## src/rtl/posit8_decode_arbiter_if.sv

```systemverilog
// rtl/posit8_decode_arbiter_if.sv - requester/result bundle for the shared posit(8,1) decoder
// master: requesters and result consumer; slave: the arbiter.
interface posit8_decode_arbiter_if;
  logic       req0_valid;
  logic [7:0] req0_data;
  logic       req0_ready;
  logic       req1_valid;
  logic [7:0] req1_data;
  logic       req1_ready;
  logic       out_valid;
  logic       out_ready;
  logic       out_tag;
  logic       out_sign;
  logic [3:0] out_regime;
  logic       out_expo;
  logic [3:0] out_frac;
  logic       out_zero;
  logic       out_nar;

  modport master (
    output req0_valid, req0_data, req1_valid, req1_data, out_ready,
    input  req0_ready, req1_ready, out_valid, out_tag, out_sign,
           out_regime, out_expo, out_frac, out_zero, out_nar
  );

  modport slave (
    input  req0_valid, req0_data, req1_valid, req1_data, out_ready,
    output req0_ready, req1_ready, out_valid, out_tag, out_sign,
           out_regime, out_expo, out_frac, out_zero, out_nar
  );
endinterface

```

## src/rtl/posit8_decode_arbiter.sv

```systemverilog
// rtl/posit8_decode_arbiter.sv - round-robin shared posit(8,1) field decoder with one output slot
// The winning word is decoded combinationally and registered with its requester tag.
module posit8_decode_arbiter #(
  parameter int N     = 8,
  parameter int CNT_W = 16
) (
  input  logic                   clk,
  input  logic                   rst,
  posit8_decode_arbiter_if.slave bus,
  output logic [CNT_W-1:0]       decode_count
);

  logic         slot_free;
  logic         grant;
  logic         ptr;
  logic         accept;
  logic [N-1:0] win_word;
  logic         d_sign;
  logic [6:0]   mag;
  logic [2:0]   run;
  logic         found;
  logic [6:0]   shifted;
  logic [4:0]   rest;
  logic [3:0]   d_regime;

  assign slot_free = ~bus.out_valid | bus.out_ready;

  // ptr=0 favours requester 0 when both are valid
  always_comb begin
    if (bus.req0_valid && bus.req1_valid) grant = ptr;
    else                                  grant = bus.req1_valid;
  end

  assign bus.req0_ready = ~rst & slot_free & ~grant & bus.req0_valid;
  assign bus.req1_ready = ~rst & slot_free &  grant & bus.req1_valid;
  assign accept         = bus.req0_ready | bus.req1_ready;
  assign win_word       = grant ? bus.req1_data : bus.req0_data;

  always_comb begin
    d_sign = win_word[N-1];
    mag    = d_sign ? (~win_word[6:0] + 7'd1) : win_word[6:0];
    run    = 3'd7;
    found  = 1'b0;
    for (int i = 5; i >= 0; i--) begin
      if (!found && (mag[i] != mag[6])) begin
        run   = 3'(6 - i);
        found = 1'b1;
      end
    end
    // drop the run plus its terminator; vacated low bits read as zero
    shifted  = mag << ({1'b0, run} + 4'd1);
    rest     = 5'(shifted >> 2);
    d_regime = mag[6] ? ({1'b0, run} - 4'd1) : (4'd0 - {1'b0, run});
  end

  always_ff @(posedge clk or posedge rst) begin
    if (rst) begin
      ptr            <= 1'b0;
      bus.out_valid  <= 1'b0;
      bus.out_tag    <= 1'b0;
      bus.out_sign   <= 1'b0;
      bus.out_regime <= 4'd0;
      bus.out_expo   <= 1'b0;
      bus.out_frac   <= 4'd0;
      bus.out_zero   <= 1'b0;
      bus.out_nar    <= 1'b0;
      decode_count   <= '0;
    end else begin
      if (accept) begin
        bus.out_valid  <= 1'b1;
        bus.out_tag    <= grant;
        bus.out_sign   <= d_sign;
        bus.out_regime <= d_regime;
        bus.out_expo   <= rest[4];
        bus.out_frac   <= rest[3:0];
        bus.out_zero   <= (win_word == '0);
        bus.out_nar    <= (win_word == {1'b1, {(N-1){1'b0}}});
        ptr            <= ~grant;
        if (decode_count != {CNT_W{1'b1}}) decode_count <= decode_count + CNT_W'(1);
      end else if (bus.out_ready) begin
        bus.out_valid <= 1'b0;
      end
    end
  end

endmodule

```

## src/flat_wrapper.sv

```systemverilog
// flat-port wrapper written by rule: the top's interface ports become plain ports
module posit8_decode_arbiter_flat 
#(
  parameter int N     = 8,
  parameter int CNT_W = 16
)
  (clk, rst, decode_count, bus_req0_valid, bus_req0_data, bus_req1_valid, bus_req1_data, bus_out_ready, bus_req0_ready, bus_req1_ready, bus_out_valid, bus_out_tag, bus_out_sign, bus_out_regime, bus_out_expo, bus_out_frac, bus_out_zero, bus_out_nar);
  posit8_decode_arbiter_if bus_i ();
  input  logic clk;
  input  logic rst;
  output logic [CNT_W-1:0] decode_count;
  input wire logic [$bits(bus_i.req0_valid)-1:0] bus_req0_valid;
  input wire logic [$bits(bus_i.req0_data)-1:0] bus_req0_data;
  input wire logic [$bits(bus_i.req1_valid)-1:0] bus_req1_valid;
  input wire logic [$bits(bus_i.req1_data)-1:0] bus_req1_data;
  input wire logic [$bits(bus_i.out_ready)-1:0] bus_out_ready;
  output wire logic [$bits(bus_i.req0_ready)-1:0] bus_req0_ready;
  output wire logic [$bits(bus_i.req1_ready)-1:0] bus_req1_ready;
  output wire logic [$bits(bus_i.out_valid)-1:0] bus_out_valid;
  output wire logic [$bits(bus_i.out_tag)-1:0] bus_out_tag;
  output wire logic [$bits(bus_i.out_sign)-1:0] bus_out_sign;
  output wire logic [$bits(bus_i.out_regime)-1:0] bus_out_regime;
  output wire logic [$bits(bus_i.out_expo)-1:0] bus_out_expo;
  output wire logic [$bits(bus_i.out_frac)-1:0] bus_out_frac;
  output wire logic [$bits(bus_i.out_zero)-1:0] bus_out_zero;
  output wire logic [$bits(bus_i.out_nar)-1:0] bus_out_nar;
  assign bus_i.req0_valid = bus_req0_valid;
  assign bus_i.req0_data = bus_req0_data;
  assign bus_i.req1_valid = bus_req1_valid;
  assign bus_i.req1_data = bus_req1_data;
  assign bus_i.out_ready = bus_out_ready;
  assign bus_req0_ready = bus_i.req0_ready;
  assign bus_req1_ready = bus_i.req1_ready;
  assign bus_out_valid = bus_i.out_valid;
  assign bus_out_tag = bus_i.out_tag;
  assign bus_out_sign = bus_i.out_sign;
  assign bus_out_regime = bus_i.out_regime;
  assign bus_out_expo = bus_i.out_expo;
  assign bus_out_frac = bus_i.out_frac;
  assign bus_out_zero = bus_i.out_zero;
  assign bus_out_nar = bus_i.out_nar;
  posit8_decode_arbiter #(.N(N), .CNT_W(CNT_W)) u_core (.clk(clk), .rst(rst), .bus(bus_i), .decode_count(decode_count));
endmodule
```

## config.mk

```make
export PLATFORM = sky130hd
export DESIGN_NAME = posit8_decode_arbiter_flat
export DESIGN_NICKNAME = d
export VERILOG_FILES = /design/src/rtl/posit8_decode_arbiter_if.sv /design/src/rtl/posit8_decode_arbiter.sv /design/src/flat_wrapper.sv
export SDC_FILE = /design/constraint.sdc
export NUM_CORES = 1
export LEC_CHECK = 0
export CORE_AREA = 4 4 103 56
export DETAILED_ROUTE_END_ITERATION = 16
export DIE_AREA = 0 0 107 60
export GPL_ROUTABILITY_DRIVEN = 1
export GPL_TIMING_DRIVEN = 0
export PLACE_DENSITY_LB_ADDON = 0.25
export SLEW_MARGIN = 15
export SYNTH_ARGS = -nofsm -noshare
export SYNTH_HDL_FRONTEND = slang
export SYNTH_SLANG_ARGS = --single-unit
```

## constraint.sdc

```tcl
create_clock -name clk -period 4.86 [get_ports clk]
set_input_delay 1.458 -clock clk [delete_from_list [all_inputs] [get_ports clk]]
set_output_delay 1.458 -clock clk [all_outputs]
set_load 0.05 [all_outputs]
```

==> results of run 1 <==
==> state kept, by name (all words and copies together), names as in the netlist <==
signal                 count
u_core.bus.out_expo        1
u_core.bus.out_frac        4
u_core.bus.out_nar         1
u_core.bus.out_regime      4
u_core.bus.out_sign        1
u_core.bus.out_tag         1
u_core.bus.out_valid       1
u_core.bus.out_zero        1
u_core.decode_count       16
u_core.ptr                 1
==> final cells by class <==
| type | instances | area (um2) |
|---|---|---|
| multi-input combinational | 230 | 1750 |
| fill | 400 | 1370 |
| sequential | 31 | 776 |
| timing repair buffer | 64 | 609 |
| tap | 70 | 87.6 |
| buffer | 10 | 77.6 |
| clock buffer | 7 | 76.3 |
| inverter | 15 | 65.1 |
| clock inverter | 1 | 5.00 |
| timing repair inverter | 1 | 5.00 |
==> layer usage <==
layer	wire length, um	track usage (%)	vias to the layer above
li1	-	-	1200
met5	0	0	-
met4	114	7.10	0
met3	329	3.24	10
met1	2910	26.2	1179
met2	3350	39.9	69
==> cell usage in the layout, fill, tap and decap left out, drive strengths merged, types with 3 or more instances in the layout <==
cell type,n
dfrtp,31
a211oi,11
a31oi,5
o211a,3
nand3,13
nor3,7
dlymetal6s2s,4
a21oi,9
mux2,3
mux2i,4
o31ai,6
and2,4
nand2b,8
inv,14
xor2,6
and2b,3
buf,21
nand4,5
a21o,4
o21ai,19
clkdlybuf4s50,44
nand2,26
nor2,25
nor2b,3
ha,4
clkbuf,11
a2111oi,5
xnor2,20
==> stage by stage <==
step	total power, W	hold WS [ns]
after floorplan	0.000910	0.456
after global placement	0.00112	0.459
after detailed placement	0.00114	0.474
after CTS	0.00137	0.487
after global routing	0.00146	0.517
final	0.00139	0.481
==> worst max-delay path, stage by stage <==
cell and delay (ns):
clkbuf_2 0.13, and2b_2 0.23, o21ai_2 0.16, nand2_2 0.10, inv_4 0.08, ha_4 0.16
buf_4 0.14, nor4bb_4 0.29, a211oi_2 0.08, o211a_1 0.27, buf_4 0.15, a21o_2 0.27
a21o_4 0.28, ha_1 0.29, clkbuf_8 0.17, nor2_1 0.08, a2111oi_2 0.40, o21ai_1 0.11
==> synth_stat cells, drive strengths merged, types with 6 or more instances <==
library cell  number  share of area, %
a211oi            11               4.5
nor3               7               1.6
a21oi              9               1.8
xnor2             20               7.1
o21ai             19               4.0
xor2               6               2.1
nand3             13               2.6
nand2b             8               2.0
inv               15               2.3
dfrtp             31                31
nand2             26               4.0
buf                7               1.7
nor2              25               4.2
o31ai              6               2.0
==> report_power, final <==
group          switching (W)  internal (W)  total (W)  leakage [nW]
combinational       0.000506      0.000308   0.000814         0.946
clock              0.0000907      0.000100   0.000191        0.0422
sequential         0.0000593      0.000322   0.000381         0.395
total               0.000656      0.000730    0.00139          1.38
==> final timing paths <==
| kind | from | to | depth (start not counted) | slack (ns) |
|---|---|---|---|---|
| min reg2reg | u_core.bus.out_zero$_DFFE_PP0P_ | u_core.bus.out_zero$_DFFE_PP0P_ | 2 | 0.48 |
| min in group asynchronous | rst | u_core.decode_count[2]$_DFFE_PP0P_ | 3 | 1.65 |
| max in group asynchronous | rst | u_core.bus.out_zero$_DFFE_PP0P_ | 2 | 2.80 |
| min | u_core.bus.out_zero$_DFFE_PP0P_ | u_core.bus.out_zero$_DFFE_PP0P_ | 2 | 0.48 |
| max | bus_req0_valid | u_core.bus.out_expo$_DFFE_PP0P_ | 18 | 0.15 |
| max reg2reg | u_core.ptr$_DFFE_PP0P_ | u_core.bus.out_expo$_DFFE_PP0P_ | 16 | 1.00 |
==> repair_timing <==
action                                  CTS  global route
gates cloned                              1             0
setup buffers                            10             4
endpoints found under the setup margin    9             6
gates resized for setup                  19            11
pin swaps                                 9             4
==> kinds of logic after synthesis <==
kind of cell	after synthesis	synth area share, %
adder cells (fa/ha/maj)	5	2.42
XOR/XNOR	26	9.18
flip-flops	31	31.3
AND/OR/NAND/NOR	108	23.1
buffers and inverters	25	4.39
multiplexers	7	3.13
AO/OA/AOI/OAI	84	26.5
==> results.cfg, run 1 <==
[cts]
clockRootBuffer = clkbuf_8
htree_levels = 2
clk_latency_ns = 0.28
clock-sinks = 31
cts_buffers = 5
clockBufferDepth = 2
ctsHoldBuffers = 0
cts_tree = yes
clk_pin_slew_worst_paths_ns = 0.06

[power_and_ir_drop]
total_leakage_power_nw = 1.38
power.density_nw_per_um2 = 402
peakVddDrop_uv = 304

[yosys]
async_flop_share_pct = 100
ys_seq_area_share_pct = 31.3
synth_nets = 311
synth_cells = 286
ys.flop_type = dfrtp_1
synth_edf_count = 0
ys_types = 71
yosysWarningCount = 0
ys_ff_latch = 31
post_synth.cell_area_avg_um2 = 8.68
syn_area_um2 = 2480

[global_routing]
grt_max_degree = 17
grt_util_all_layers_pct = 21.5
grt_pass1_wl_um = 10800
grt_pass1_vias = 2328
grt_overflow_total = 0
antenna_found_initial = 0

[detailed_routing]
vias_per_cell = 5.73
drc_errors = 0
first_pass_iters = 4
vias = 2458
wl_um = 6700
wl_per_cell_um = 15.6
ant_nets = 0
drtIter0Drc = 114

[place]
placed_cell_area_um2 = 3140
gp_congestion = 0.896
port_buffers = 50
post-dp-hpwl_um = 4950
pre_cts_ws_ns = -0.943
place_inst = 406

[worst_hold_path]
hold_path.class = reg2reg

[layout]
fin_nets = 383
drive_gt1_share_pct = 20.1
instances_no_fill = 429
final_util_pct = 71.5
num_antenna_cells = 0
design_area_um2 = 3450
area_growth_syn_to_layout_pct = 39.0

[job]
maxCapViolCount = 0

[sta]
post-route-period-util_pct = 97.0
clock.fmax_mhz = 212
finalSetupViolations = 0
slew-limit-headroom_pct = 44.7
slew_violations = 0
layout_min_cycle_time_ns = 4.71
tns_ns = 0
skew_ns = 0.00522
setup_ws_ns = 0.146
hold_viol_final = 0
worst_pin_slew_ns = 0.820

[worst_setup_path]
cp-end-kind = register
crit_type = in2reg
required_ns = 5.01
start_kind = input port
cp.arrival_ns = 4.87
crit_fanout = 9

[run_status]
status = complete, no violations

[floorplanning]
rows = 18
die_w_um = 107
dieArea_um2 = 6420
initial_core_util_pct = 51.5
io_pins = 53
die_height_um = 60
coreArea_um2 = 4820
No activity file was read; power rests on OpenSTA's default activity.
==> run 2, diff against run 1 <==
--- a/config.mk
+++ b/config.mk
@@ -10,7 +10,7 @@
 export DIE_AREA = 0 0 107 60
 export GPL_ROUTABILITY_DRIVEN = 1
 export GPL_TIMING_DRIVEN = 0
-export PLACE_DENSITY_LB_ADDON = 0.25
+export PLACE_DENSITY_LB_ADDON = 0.1
 export SLEW_MARGIN = 15
 export SYNTH_ARGS = -nofsm -noshare
 export SYNTH_HDL_FRONTEND = slang
==> results.cfg, run 2 (synthesized netlist as in run 1, its figures left out) <==
[run_status]
status = complete, no violations

[detailed_routing]
ant_nets = 0
first_pass_iters = 4
drtIter0Drc = 108
vias = 2480
drc_errors = 0
vias_per_cell = 5.71
wl_per_cell_um = 15.3
wl_um = 6660

[place]
pre_cts_ws_ns = -0.971
port_buffers = 50
post-dp-hpwl_um = 4830
placed_cell_area_um2 = 3140
gp_congestion = 0.873

[layout]
fin_nets = 388
largest_reg_flops = 16
num_antenna_cells = 0
final_util_pct = 72.2
mostFrequentLayoutCell = clkdlybuf4s50_1
drive_gt1_share_pct = 22.0
design_area_um2 = 3480
regArea_um2 = 776
multi_input_area_um2 = 1750
top_regs = u_core.decode_count x16, u_core.bus.out_frac x4, u_core.bus.out_regime x4
final_cell_mix = clkdlybuf4s50_1 (44), dfrtp_1 (31), nor2_1 (22), nand2_1 (22), xnor2_1 (20)
top_register = u_core.decode_count
num-fill-cells = 396
area_growth_syn_to_layout_pct = 40.3

[global_routing]
grt_pass1_wl_um = 10700
antenna_found_initial = 0
grt_overflow_total = 0
grt_max_degree = 17
grt_pass1_vias = 2301
grt_util_all_layers_pct = 21.1

[worst_setup_path]
slowest_stage = or4b_4
path_buf_inv = 6
r2r_cells = 18
r2r_slack_ns = 1.01
crit_fanout = 9
cp.arrival_ns = 4.88
start_kind = input port
r2r-end = u_core.bus.out_expo$_DFFE_PP0P_
path_common_cell = inv_4
required_ns = 5.01
path_cells = clkbuf_2 > and2b_2 > o21ai_2 > nand2_2 > inv_4 > ha_4 > or4b_4 > o21ai_4 > mux2i_4 > nand2_4 > buf_6 > nor2_1 > a22o_1 > inv_1 > ha_1 > clkbuf_8 > inv_4 > a2111oi_4 > a2111oi_2 > o21ai_1
crit_type = in2reg
cp-end-kind = register
slowest_delay_ns = 0.49
timing.rr.start = u_core.ptr$_DFFE_PP0P_
cp_top_family = simple AND/OR/NAND/NOR gates

[sta]
whs_ns = 0.482
slew_violations = 0
layout_min_cycle_time_ns = 4.72
clock.fmax_mhz = 212
finalSetupViolations = 0
post-route-period-util_pct = 97.2
skew_ns = 0.00599
slew-limit-headroom_pct = 48.6
worst_pin_slew_ns = 0.763
setup_ws_ns = 0.136
hold_viol_final = 0

[cts]
ctsHoldBuffers = 0
clk_pin_slew_worst_paths_ns = 0.06
clockBufferDepth = 2
clockRootBuffer = clkbuf_8
clock-sinks = 31
cts_tree = yes
cts_buffers = 5
clk_latency_ns = 0.28
htree_levels = 2

[floorplanning]
rows = 18
initial_core_util_pct = 51.5
die_w_um = 107
die_height_um = 60
dieArea_um2 = 6420
coreArea_um2 = 4820
io_pins = 53

[worst_hold_path]
hold_end = u_core.bus.out_nar$_DFFE_PP0P_
hold_path.startpoint = u_core.bus.out_nar$_DFFE_PP0P_
holdPathStages = 2
hold_path.class = reg2reg

[power_and_ir_drop]
peakVddDrop_uv = 301
totalPowerFinal_w = 0.00138
total_leakage_power_nw = 1.41
power.density_nw_per_um2 = 396

[job]
maxCapViolCount = 0
-- run 2: area by class of cell --
cell class,count,share of cell area (%)
multi-input cells,230,50.1
flip-flops and latches,31,22.3
repair buffers,69,18.5
well taps,70,2.52
plain buffers,10,2.23
clock buffers,7,2.19
inverters,15,1.87
clock inverters,1,0.144
repair inverters,1,0.144
-- run 2: worst max path at each step --
| stage | startpoint | end | slack [ns] | cells past startpoint |
|---|---|---|---|---|
| floorplan | bus_req0_valid | u_core.bus.out_expo$_DFFE_PP0P_ | 0.03 | 16 |
| global placement | bus_req0_valid | u_core.bus.out_frac[2]$_DFFE_PP0P_ | -0.88 | 16 |
| detailed placement | bus_req0_valid | u_core.bus.out_frac[1]$_DFFE_PP0P_ | -0.97 | 16 |
| CTS | bus_req0_valid | u_core.bus.out_expo$_DFFE_PP0P_ | 0.006 | 19 |
| global route | bus_req0_valid | u_core.bus.out_expo$_DFFE_PP0P_ | -0.06 | 20 |
| finish | bus_req0_valid | u_core.bus.out_expo$_DFFE_PP0P_ | 0.14 | 20 |
-- run 2: what timing repair did --
item | in CTS | in global routing
pin swaps | 5 | 6
buffers inserted | 10 | 9
setup endpoints to repair | 9 | 6
gates resized for setup | 15 | 17
gates cloned | 1 | 0
-- run 2: layer usage --
layer | part of all wire [%] | track usage [%] | routed length, um | vias to the layer above
li1 | - | - | - | 1206
met1 | 44 | 26.6 | 2920 | 1173
met2 | 48 | 36.7 | 3220 | 94
met3 | 6.4 | 4.31 | 429 | 7
met4 | 1.3 | 7.65 | 87 | 0
met5 | 0 | 0 | 0 | -
-- run 2: stage by stage --
| stage | setup TNS [ns] | cells |
|---|---|---|
| finish | 0 | 434 |
| global route | -0.0608 | 434 |
| floorplan | 0 | 286 |
| CTS | 0 | 425 |
| detailed placement | -6.97 | 406 |
| global placement | -6.24 | 406 |
-- run 2: where the power goes --
part / leakage, nW / internal (W) / switching [W]
Combinational: 0.975 / 0.000313 / 0.000502
Sequential: 0.395 / 0.000322 / 0.0000568
Clock: 0.0422 / 0.000100 / 0.0000863
-- run 2: worst min-delay path, delay by kind of cell (launching register included) --
family / cells / cell delay [ns]
flops: 1 / 0.34
simple gates: 1 / 0.05
compound gates: 1 / 0.06
==> run 3, diff against run 2 <==
--- a/config.mk
+++ b/config.mk
@@ -10,6 +10,7 @@
 export DIE_AREA = 0 0 107 60
 export GPL_ROUTABILITY_DRIVEN = 1
 export GPL_TIMING_DRIVEN = 0
+export MAX_ROUTING_LAYER = met4
 export PLACE_DENSITY_LB_ADDON = 0.1
 export SLEW_MARGIN = 15
 export SYNTH_ARGS = -nofsm -noshare
==> results.cfg, run 3 (synthesized netlist as in run 1, its figures left out) <==
[run_status]
status = complete, no violations

[sta]
worst_pin_slew_ns = 0.753
slew_violations = 0
clock.fmax_mhz = 210
slew-limit-headroom_pct = 49.3
hold_viol_final = 0
skew_ns = 0.00444
finalSetupViolations = 0
post-route-period-util_pct = 98.2
layout_min_cycle_time_ns = 4.77

[worst_setup_path]
cp.arrival_ns = 4.92
r2r_cells = 17
r2r-end = u_core.bus.out_expo$_DFFE_PP0P_
cp-end-kind = register
timing.rr.start = u_core.ptr$_DFFE_PP0P_
start_kind = input port
path_common_cell = nor2_1
slowest_stage = or4b_4
crit_fanout = 9
required_ns = 5.01
crit_end = u_core.bus.out_expo$_DFFE_PP0P_
path_cells = clkdlybuf4s50_1 > nand3_2 > nand2_2 > inv_4 > ha_4 > or4b_4 > o21ai_4 > mux2i_4 > nand2_4 > buf_6 > nor2_1 > a22o_1 > inv_1 > ha_1 > clkbuf_8 > nor2_1 > a2111oi_2 > o21ai_1
crit_type = in2reg
startpoint = bus_req1_data[0]
slowest_delay_ns = 0.51
r2r_slack_ns = 0.96

[power_and_ir_drop]
comb_power_share_pct = 59.0
p_sw_share_pct = 46.8
p_int_w = 0.000734
p_seq_share_pct = 27.5
power.density_nw_per_um2 = 399
peakVddDrop_uv = 265
total_leakage_power_nw = 1.39
clkPwrFrac_pct = 13.5
switching_power_w = 0.000647

[detailed_routing]
vias_per_cell = 5.77
wl_per_cell_um = 15.3
wl_um = 6580
drtIter0Drc = 95
ant_nets = 0
vias = 2488
first_pass_iters = 4
drc_errors = 0

[layout]
drive_gt1_share_pct = 21.1
num_antenna_cells = 0
final_util_pct = 71.8
top_register = u_core.decode_count
largest_reg_flops = 16
fin_nets = 385
instances_no_fill = 431
area_growth_syn_to_layout_pct = 39.5
final_cell_mix = clkdlybuf4s50_1 (45), dfrtp_1 (31), nand2_1 (23), nor2_1 (22), xnor2_1 (20)
mostFrequentLayoutCell = clkdlybuf4s50_1
top_regs = u_core.decode_count x16, u_core.bus.out_frac x4, u_core.bus.out_regime x4

[global_routing]
grt_util_all_layers_pct = 21.8
antenna_found_initial = 0
grt_overflow_total = 0
grt_pass1_wl_um = 10800
grt_max_degree = 17
grt_pass1_vias = 2268

[cts]
clock-sinks = 31
clockBufferDepth = 2
clockRootBuffer = clkbuf_8
ctsHoldBuffers = 0
clk_pin_slew_worst_paths_ns = 0.06
cts_tree = yes
htree_levels = 2
cts_buffers = 5
clk_latency_ns = 0.28

[floorplanning]
initial_core_util_pct = 51.5
rows = 18
die_w_um = 107
die_height_um = 60
io_pins = 53
coreArea_um2 = 4820
dieArea_um2 = 6420

[place]
gp_congestion = 0.880
post-dp-hpwl_um = 4920
port_buffers = 50
place_inst = 406

[worst_hold_path]
hold_path.class = reg2reg
holdPathStages = 2

[job]
maxCapViolCount = 0
[run 3: cell count changes in the layout (fill, tap and decap cells not counted)]
cell,change
nand2_1,+1
buf_4,-3
nand2_2,-1
nor3b_2,+1
o31ai_2,-1
a2111oi_1,-1
o31ai_1,+1
clkdlybuf4s50_1,+1
a2111oi_4,+1
nor3b_4,-1
dlymetal6s2s_1,-1
[run 3: how the worst min path moves through the flow]
stage	from	end	slack [ns]
2_1_floorplan	u_core.ptr$_DFFE_PP0P_	u_core.ptr$_DFFE_PP0P_	0.46
3_3_place_gp	u_core.bus.out_tag$_DFFE_PP0P_	u_core.bus.out_tag$_DFFE_PP0P_	0.46
3_5_place_dp	u_core.bus.out_nar$_DFFE_PP0P_	u_core.bus.out_nar$_DFFE_PP0P_	0.47
4_1_cts	u_core.bus.out_nar$_DFFE_PP0P_	u_core.bus.out_nar$_DFFE_PP0P_	0.48
5_1_grt	u_core.bus.out_frac[1]$_DFFE_PP0P_	u_core.bus.out_frac[1]$_DFFE_PP0P_	0.51
6_report	u_core.bus.out_nar$_DFFE_PP0P_	u_core.bus.out_nar$_DFFE_PP0P_	0.49
[run 3: critical path: cells and delay by family]
family | cells | cell delay (ns)
muxes | 1 | 0.28
AOI/OAI and AO/OA | 4 | 0.88
buffers and inverters | 5 | 0.90
adders and majority gates | 2 | 0.43
and+or+nand+nor | 6 | 0.97
[run 3: routing by layer]
layer	track usage, %	share of wire, %
met2	37.7	48
met4	4.55	1.2
met5	-	0
met3	3.67	5.9
met1	27.4	45
[run 3: layout make-up]
cell class / count / area, um2
Buffer: 10 / 77.6
Clock buffer: 7 / 76.3
Clock inverter: 1 / 5.00
Fill cell: 378 / 1360
Inverter: 15 / 65.1
Multi-Input combinational cell: 230 / 1750
Sequential cell: 31 / 776
Tap cell: 70 / 87.6
Timing Repair Buffer: 66 / 619
Timing Repair inverter: 1 / 5.00
[run 3: timing repair]
item,in CTS,in global routing
setup endpoints to repair,9,6
gates cloned,1,0
resized for setup,17,13
setup buffers,11,5
pin swaps,6,6
[run 3: per-stage QoR]
stage | hold slack, ns | power [W] | TNS (ns) | instance area [um2] | worst slack (ns)
3_5_place_dp | 0.470 | 0.00113 | -6.99 | 3140 | -0.953
5_1_grt | 0.515 | 0.00146 | -0.0143 | 3460 | -0.0143
2_1_floorplan | 0.456 | 0.000910 | 0 | 2550 | 0.0250
6_report | 0.487 | 0.00138 | 0 | 3460 | 0.0892
3_3_place_gp | 0.459 | 0.00112 | -6.23 | 3140 | -0.876
4_1_cts | 0.484 | 0.00136 | 0 | 3370 | 0.0000246
[run 3: power by group through the flow]
stage          combinational [W]  sequential [W]  clock [W]
3_5_place_dp            0.000751        0.000384          0
6_report                0.000815        0.000380   0.000186
5_1_grt                 0.000865        0.000390   0.000202
2_1_floorplan           0.000322        0.000588          0
4_1_cts                 0.000790        0.000380   0.000191
3_3_place_gp            0.000739        0.000381          0
